File: config.mk
export PLATFORM = sky130hd
export DESIGN_NAME = dataram_master
export DESIGN_NICKNAME = d
export VERILOG_FILES = /design/src/rtl/dataram_pkg.sv /design/src/rtl/dataram_bitaddr.sv /design/src/rtl/dataram_master.sv
export SDC_FILE = /design/constraint.sdc
export NUM_CORES = 1
export LEC_CHECK = 0
export CELL_PAD_IN_SITES_DETAIL_PLACEMENT = 0
export CELL_PAD_IN_SITES_GLOBAL_PLACEMENT = 2
export CORE_AREA = 2 2 94 96
export DETAILED_ROUTE_END_ITERATION = 8
export DIE_AREA = 0 0 96 98
export HOLD_SLACK_MARGIN = 0.1
export PLACE_DENSITY_LB_ADDON = 0.1
export SETUP_SLACK_MARGIN = 0.1
export SYNTH_ARGS = -nofsm -noshare
export SYNTH_HDL_FRONTEND = slang
export SYNTH_SLANG_ARGS = --single-unit
File: constraint.sdc
create_clock -name clk -period 2.1 [get_ports clk]
set_input_delay 0.63 -clock clk [delete_from_list [all_inputs] [get_ports clk]]
set_output_delay 0.63 -clock clk [all_outputs]
set_load 0.02 [all_outputs]
File: src/rtl/dataram_pkg.sv
// dataram_pkg
//   Shared types and constants for the DATARAM bus initiator:
//   request opcodes, FSM state encoding, default bit-area base,
//   idle bus values and small opcode-decode helpers.
package dataram_pkg;

  typedef enum logic [2:0] {
    OP_BYTE_RD = 3'd0,
    OP_BYTE_WR = 3'd1,
    OP_BIT_RD  = 3'd2,
    OP_BIT_WR  = 3'd3,
    OP_RN_RD   = 3'd4,
    OP_RN_WR   = 3'd5,
    OP_IND_RD  = 3'd6,
    OP_IND_WR  = 3'd7
  } req_op_e;

  typedef enum logic [2:0] {
    S_IDLE = 3'd0,
    S_PTR1 = 3'd1,
    S_PTR2 = 3'd2,
    S_RD1  = 3'd3,
    S_RD2  = 3'd4,
    S_WR   = 3'd5,
    S_RSP  = 3'd6
  } state_e;

  localparam logic [7:0] BIT_BASE_DEFAULT = 8'h20;

  localparam logic       IDLE_CS       = 1'b1;
  localparam logic       IDLE_RW       = 1'b1;
  localparam logic       IDLE_BB       = 1'b1;
  localparam logic [7:0] IDLE_ADDR     = 8'h00;
  localparam logic [7:0] IDLE_POSITION = 8'h00;
  localparam logic [7:0] IDLE_DIN      = 8'h00;
  localparam logic       IDLE_BIN      = 1'b0;

  // Opcode LSB distinguishes write from read for every op family.
  function automatic logic op_is_write(input req_op_e op);
    return op[0];
  endfunction

  function automatic logic op_is_bit(input req_op_e op);
    return (op[2:1] == 2'b01);
  endfunction

  function automatic logic op_is_rn(input req_op_e op);
    return (op[2:1] == 2'b10);
  endfunction

  function automatic logic op_is_ind(input req_op_e op);
    return (op[2:1] == 2'b11);
  endfunction

endpackage

File: src/rtl/dataram_bitaddr.sv
// dataram_bitaddr
//   Combinational mapping of an 8-bit bit address onto the
//   bit-addressable byte area.
//   i_bit_addr  : bit address (bit 7 set = outside the bit area)
//   o_byte_addr : BIT_BASE + i_bit_addr[6:3], 8-bit wrap
//   o_position  : one-hot bit position within the byte
//   o_err       : bit address >= 8'h80
module dataram_bitaddr
  import dataram_pkg::*;
#(
  parameter logic [7:0] BIT_BASE = BIT_BASE_DEFAULT
) (
  input  logic [7:0] i_bit_addr,
  output logic [7:0] o_byte_addr,
  output logic [7:0] o_position,
  output logic       o_err
);

  assign o_byte_addr = BIT_BASE + {4'b0000, i_bit_addr[6:3]};
  assign o_position  = 8'h01 << i_bit_addr[2:0];
  assign o_err       = i_bit_addr[7];

endmodule

File: src/rtl/dataram_master.sv
// dataram_master
//   Single-outstanding bus initiator for DATARAM. Accepts a request in
//   IDLE, forms the RAM address (direct, Rn banked, @Ri indirect, or bit),
//   drives a registered RAM bus and returns a one-cycle response.
//   clk, reset (async, active low)
//   req_*  : request handshake and payload from the core
//   rsp_*  : one-cycle response pulse and read result
//   ram_*  : registered DATARAM interface (ram_dout/ram_bout are inputs)
//
//   state | meaning
//   IDLE  | ready for a request, bus idle
//   PTR1  | pointer read cycle 1 (@Ri)
//   PTR2  | pointer read cycle 2, pointer captured at end
//   RD1   | data read cycle 1
//   RD2   | data read cycle 2, read data captured at end
//   WR    | single write cycle
//   RSP   | response pulse, bus idle
module dataram_master
  import dataram_pkg::*;
#(
  parameter logic [7:0] BIT_BASE = BIT_BASE_DEFAULT
) (
  input  logic       clk,
  input  logic       reset,
  input  logic       req_valid,
  output logic       req_ready,
  input  logic [2:0] req_op,
  input  logic [7:0] req_addr,
  input  logic [7:0] req_data,
  input  logic       req_bit,
  input  logic [1:0] rs,
  output logic       rsp_valid,
  output logic [7:0] rsp_data,
  output logic       rsp_bit,
  output logic       rsp_err,
  output logic       ram_cs,
  output logic       ram_rw,
  output logic       ram_bb,
  output logic [7:0] ram_addr,
  output logic [7:0] ram_position,
  output logic [7:0] ram_din,
  output logic       ram_bin,
  input  logic [7:0] ram_dout,
  input  logic       ram_bout
);

  state_e     r_state, w_state_nxt;
  req_op_e    r_op;
  logic [7:0] r_data;

  logic       r_cs, r_rw, r_bb, r_bin;
  logic [7:0] r_addr, r_pos, r_din;
  logic       w_cs, w_rw, w_bb, w_bin;
  logic [7:0] w_addr, w_pos, w_din;

  logic       r_rsp_valid, r_rsp_bit, r_rsp_err;
  logic [7:0] r_rsp_data;
  logic       w_rsp_valid, w_rsp_bit, w_rsp_err;
  logic [7:0] w_rsp_data;

  req_op_e    w_op;
  logic       w_accept;
  logic [7:0] w_bit_byte, w_bit_pos;
  logic       w_bit_err;

  assign w_op     = req_op_e'(req_op);
  assign w_accept = req_valid && (r_state == S_IDLE);

  dataram_bitaddr #(.BIT_BASE(BIT_BASE)) u_bitaddr (
    .i_bit_addr  (req_addr),
    .o_byte_addr (w_bit_byte),
    .o_position  (w_bit_pos),
    .o_err       (w_bit_err)
  );

  // Next bus values are computed for the state being entered so that the
  // RAM pins come straight from flops.
  always_comb begin
    w_state_nxt = r_state;
    w_cs        = IDLE_CS;
    w_rw        = IDLE_RW;
    w_bb        = IDLE_BB;
    w_addr      = IDLE_ADDR;
    w_pos       = IDLE_POSITION;
    w_din       = IDLE_DIN;
    w_bin       = IDLE_BIN;
    w_rsp_valid = 1'b0;
    w_rsp_data  = 8'h00;
    w_rsp_bit   = 1'b0;
    w_rsp_err   = 1'b0;

    case (r_state)
      S_IDLE: begin
        if (w_accept) begin
          if (op_is_bit(w_op) && w_bit_err) begin
            w_state_nxt = S_RSP;
            w_rsp_valid = 1'b1;
            w_rsp_err   = 1'b1;
          end else if (op_is_ind(w_op)) begin
            w_state_nxt = S_PTR1;
            w_cs        = 1'b0;
            w_addr      = {3'b000, rs, 2'b00, req_addr[0]};
          end else begin
            w_state_nxt = op_is_write(w_op) ? S_WR : S_RD1;
            w_cs        = 1'b0;
            w_rw        = ~op_is_write(w_op);
            if (op_is_bit(w_op)) begin
              w_bb   = 1'b0;
              w_addr = w_bit_byte;
              w_pos  = w_bit_pos;
              w_bin  = op_is_write(w_op) ? req_bit : 1'b0;
            end else begin
              w_addr = op_is_rn(w_op) ? {3'b000, rs, req_addr[2:0]} : req_addr;
              w_din  = op_is_write(w_op) ? req_data : 8'h00;
            end
          end
        end
      end
      S_PTR1, S_RD1: begin
        w_state_nxt = (r_state == S_PTR1) ? S_PTR2 : S_RD2;
        w_cs        = r_cs;
        w_rw        = r_rw;
        w_bb        = r_bb;
        w_addr      = r_addr;
        w_pos       = r_pos;
        w_din       = r_din;
        w_bin       = r_bin;
      end
      S_PTR2: begin
        // Pointer byte goes directly into the data-phase address.
        w_state_nxt = op_is_write(r_op) ? S_WR : S_RD1;
        w_cs        = 1'b0;
        w_rw        = ~op_is_write(r_op);
        w_addr      = ram_dout;
        w_din       = op_is_write(r_op) ? r_data : 8'h00;
      end
      S_RD2: begin
        w_state_nxt = S_RSP;
        w_rsp_valid = 1'b1;
        if (op_is_bit(r_op)) w_rsp_bit  = ram_bout;
        else                 w_rsp_data = ram_dout;
      end
      S_WR: begin
        w_state_nxt = S_RSP;
        w_rsp_valid = 1'b1;
      end
      S_RSP:   w_state_nxt = S_IDLE;
      default: w_state_nxt = S_IDLE;
    endcase
  end

  always_ff @(posedge clk or negedge reset) begin
    if (!reset) begin
      r_state     <= S_IDLE;
      r_op        <= OP_BYTE_RD;
      r_data      <= 8'h00;
      r_cs        <= IDLE_CS;
      r_rw        <= IDLE_RW;
      r_bb        <= IDLE_BB;
      r_addr      <= IDLE_ADDR;
      r_pos       <= IDLE_POSITION;
      r_din       <= IDLE_DIN;
      r_bin       <= IDLE_BIN;
      r_rsp_valid <= 1'b0;
      r_rsp_data  <= 8'h00;
      r_rsp_bit   <= 1'b0;
      r_rsp_err   <= 1'b0;
    end else begin
      r_state     <= w_state_nxt;
      if (w_accept) begin
        r_op   <= w_op;
        r_data <= req_data;
      end
      r_cs        <= w_cs;
      r_rw        <= w_rw;
      r_bb        <= w_bb;
      r_addr      <= w_addr;
      r_pos       <= w_pos;
      r_din       <= w_din;
      r_bin       <= w_bin;
      r_rsp_valid <= w_rsp_valid;
      r_rsp_data  <= w_rsp_data;
      r_rsp_bit   <= w_rsp_bit;
      r_rsp_err   <= w_rsp_err;
    end
  end

  assign req_ready    = (r_state == S_IDLE);
  assign rsp_valid    = r_rsp_valid;
  assign rsp_data     = r_rsp_data;
  assign rsp_bit      = r_rsp_bit;
  assign rsp_err      = r_rsp_err;
  assign ram_cs       = r_cs;
  assign ram_rw       = r_rw;
  assign ram_bb       = r_bb;
  assign ram_addr     = r_addr;
  assign ram_position = r_pos;
  assign ram_din      = r_din;
  assign ram_bin      = r_bin;

endmodule

==> summary.md <==
| Metric | Value |
|---|---|
| Run status | `finished clean` |
| Final hold violation count | `0` |
| Pwr Total | `roughly 3.7 mW` |
| Critical path capture point type | `output port` |
| Power Dens Cells | `around 1100 mW/mm^2` |
| Syn_area_per_cell | `roughly 11 um^2` |
| Worst Path Max Fanout | `2` |
| Fillers | `852` |
| Global-route wire length before repair | `about 10000 um` |
| # diodes | `0` |
| Setup bufs post-CTS | `0` |
| Reg2Reg Depth | `5` |
| Largest net degree at the start of global routing | `23` |
| Clock skew | `0.00777 ns` |
| Tmin final | `1.95 ns` |
| Fin nets | `~340` |
| 1st-iter DRT viols | `49` |
| MaxCap Viol Count | `0` |
| Vias | `1946` |
| YS warnings | `0` |
| Global route overflow | `0` |
| R2R Setup Slk | `around 0.28 ns` |
| Worst-path clk slew | `~0.090 ns` |
| Post-Syn Instances | `215` |
| Rel. slew slack | `0.320` |
| Unique masters post-synth | `36` |
| Routability cong. | `~0.73` |
| Cell area after synthesis | `between 0.002 and 0.0025 mm^2` |
| IO Count | `74` |
| Fin Hold WS | `0.268 ns` |
| Most frequent cells in the layout | `68 x clkdlybuf4s50_1, 50 x dfrtp_1, 43 x nand2_1` |
| Critical Path RT | `1.47 ns` |
| Final Max Slew Viols | `0` |
| Register area | `between 0.001 and 0.0015 mm^2` |
| Max Clk Rate | `~510 MHz` |
| Fin cells | `around 410` |
| Area growth syn-to-layout | `49.1%` |
| Synthesized flop and latch total | `53` |
| H-tree depth | `2` |
| Peak supply drop | `between 300 and 400 uV` |
| Die ar. | `approximately 0.0094 mm^2` |
| Wirelength, routed | `between 6000 and 7000 um` |
| EDFF count, synth | `0` |
| # hold bufs at CTS | `0` |
| Final ANT Viol Nets | `0` |
| Core area | `between 0.008 and 0.009 mm^2` |
| Post-synthesis sequential area ratio | `0.583` |
| Die boundary height | `98 um` |
| Main flop type after synthesis | `dfrtp_1` |
| Clock Latency Late Sink | `roughly 0.3 ns` |
| Asr flop ratio synth | `1.00` |
| Setup TNS | `0 ns` |
| Share of cells above drive strength 1 | `0.137` |
| Crit path kind | `flop to output port` |
| CP startpoint kind | `flop` |
| Initial DRT Pass Iterations | `4` |
| Drc violations | `0` |
| Row count | `34` |
| # setup viols final | `0` |
| Mapped Nets | `249` |
| Unrepaired setup endpoints after global routing | `yes` |
| TritonCTS Buffers | `5` |
| Vias in the first global route | `1918` |
| PortBufs | `73` |
| Worst R2R Start | `r_state[0]` |
| P_leak | `roughly 1.5 nW` |
| CP endpoint | `req_ready` |
| CTS Buffer Depth | `2` |
| Clock Sinks | `53` |
| Post-DP HPWL | `around 4800 um` |
| Commonest non-fill, non-tap cell in the layout | `clkdlybuf4s50_1` |
| Setup crit start | `r_state[0]` |
| Worst Hold Class | `primary input to asynchronous set/reset pin` |
| Wire per inst | `15.5 um` |
| Die width | `between 90 and 100 um` |
| Crit path DAT | `1.32 ns` |
| Post-CTS sizing | `5` |
| Worst r2r dst | `ram_din[0]` |
| GRT Resource Usage Total | `0.141` |
| Multi-input gate area | `880 um^2` |
| Initial Utilization | `0.270` |
| Root Buffer | `clkbuf_8` |
| Final period util | `0.928` |
| Placed cell count | `~410` |
| Slew of the pin with the lowest slew margin | `1.01 ns` |
| Initial antenna violation count | `0` |
| Vias per cell | `4.70` |
| CTS tree | `yes` |
flip-flops by register name, summed over array words and instances (netlist names):
name / count
r_data: 8
ram_din: 8
ram_bin: 1
ram_addr: 8
rsp_data: 8
rsp_err: 1
rsp_bit: 1
rsp_valid: 1
r_op: 3
ram_position: 8
ram_rw: 1
ram_cs: 1
r_state: 3
ram_bb: 1
layout make-up:
class                   instances  area share
flip-flops and latches         53       0.391
clock buffers                   7      0.0254
multi-input cells             144       0.259
clock inverters                 1     0.00883
inverters                       4     0.00441
well taps                     108      0.0397
repair buffers                 97       0.272
worst min-delay path by stage:
stage,endpoint,slack (ns)
2_1_floorplan,r_data[0],0.33
3_3_place_gp,r_data[3],0.46
3_5_place_dp,r_data[1],0.46
4_1_cts,rsp_data[5],0.28
5_1_grt,rsp_data[5],0.29
6_report,rsp_data[0],0.27
metrics by stage:
| step | setup slack [ns] | utilization | instance area (um^2) |
|---|---|---|---|
| floorplan | 0.326 | - | 2280 |
| global placement | -0.220 | 0.388 | 3280 |
| detailed placement | -0.235 | 0.388 | 3280 |
| CTS | 0.0860 | 0.401 | 3400 |
| global route | 0.0513 | 0.402 | 3400 |
| finish | 0.150 | 0.402 | 3400 |
layer usage:
metal | vias to the layer above | global-route usage | wire length (um)
li1 | 938 | - | -
met1 | 941 | 0.211 | 3100
met2 | 56 | 0.203 | 2820
met3 | 11 | 0.0316 | 373
met4 | 0 | 0.0418 | 112
met5 | - | 0 | 0
cell families after synthesis:
kind of cell / synth area share
compound gates: 0.166
buf+inv: 0.0345
mux: 0.0181
simple gates: 0.199
flops: 0.583
where the power goes:
group | switching (mW) | internal, mW | leakage (nW)
sequential | 0.142 | 1.31 | 0.700
clock | 0.332 | 0.389 | 0.0585
combinational | 0.824 | 0.677 | 0.737
total | 1.30 | 2.37 | 1.50
cell usage after synthesis, drive strengths merged (3+ instances only):
library cell	count	area [um^2]
dfrtp	50	1250
a22oi	9	67.6
o21ai	11	55.1
mux2i	3	30.0
nand3	4	20.0
nor2b	5	31.3
clkbuf	9	33.8
nor3	5	25.0
nor2	4	15.0
nand2b	3	18.8
dfstp	3	78.8
and2	16	100
a21oi	7	35.0
inv	4	15.0
a221o	9	90.1
nand2	43	161
o22ai	6	37.5
buf	5	30.0
critical path, stage by stage (launching register included):
cell and delay [ns]:
dfrtp_1 0.39, nor3_1 0.27, dlygate4sd1_1 0.36
(Power assumes the default switching activity.)
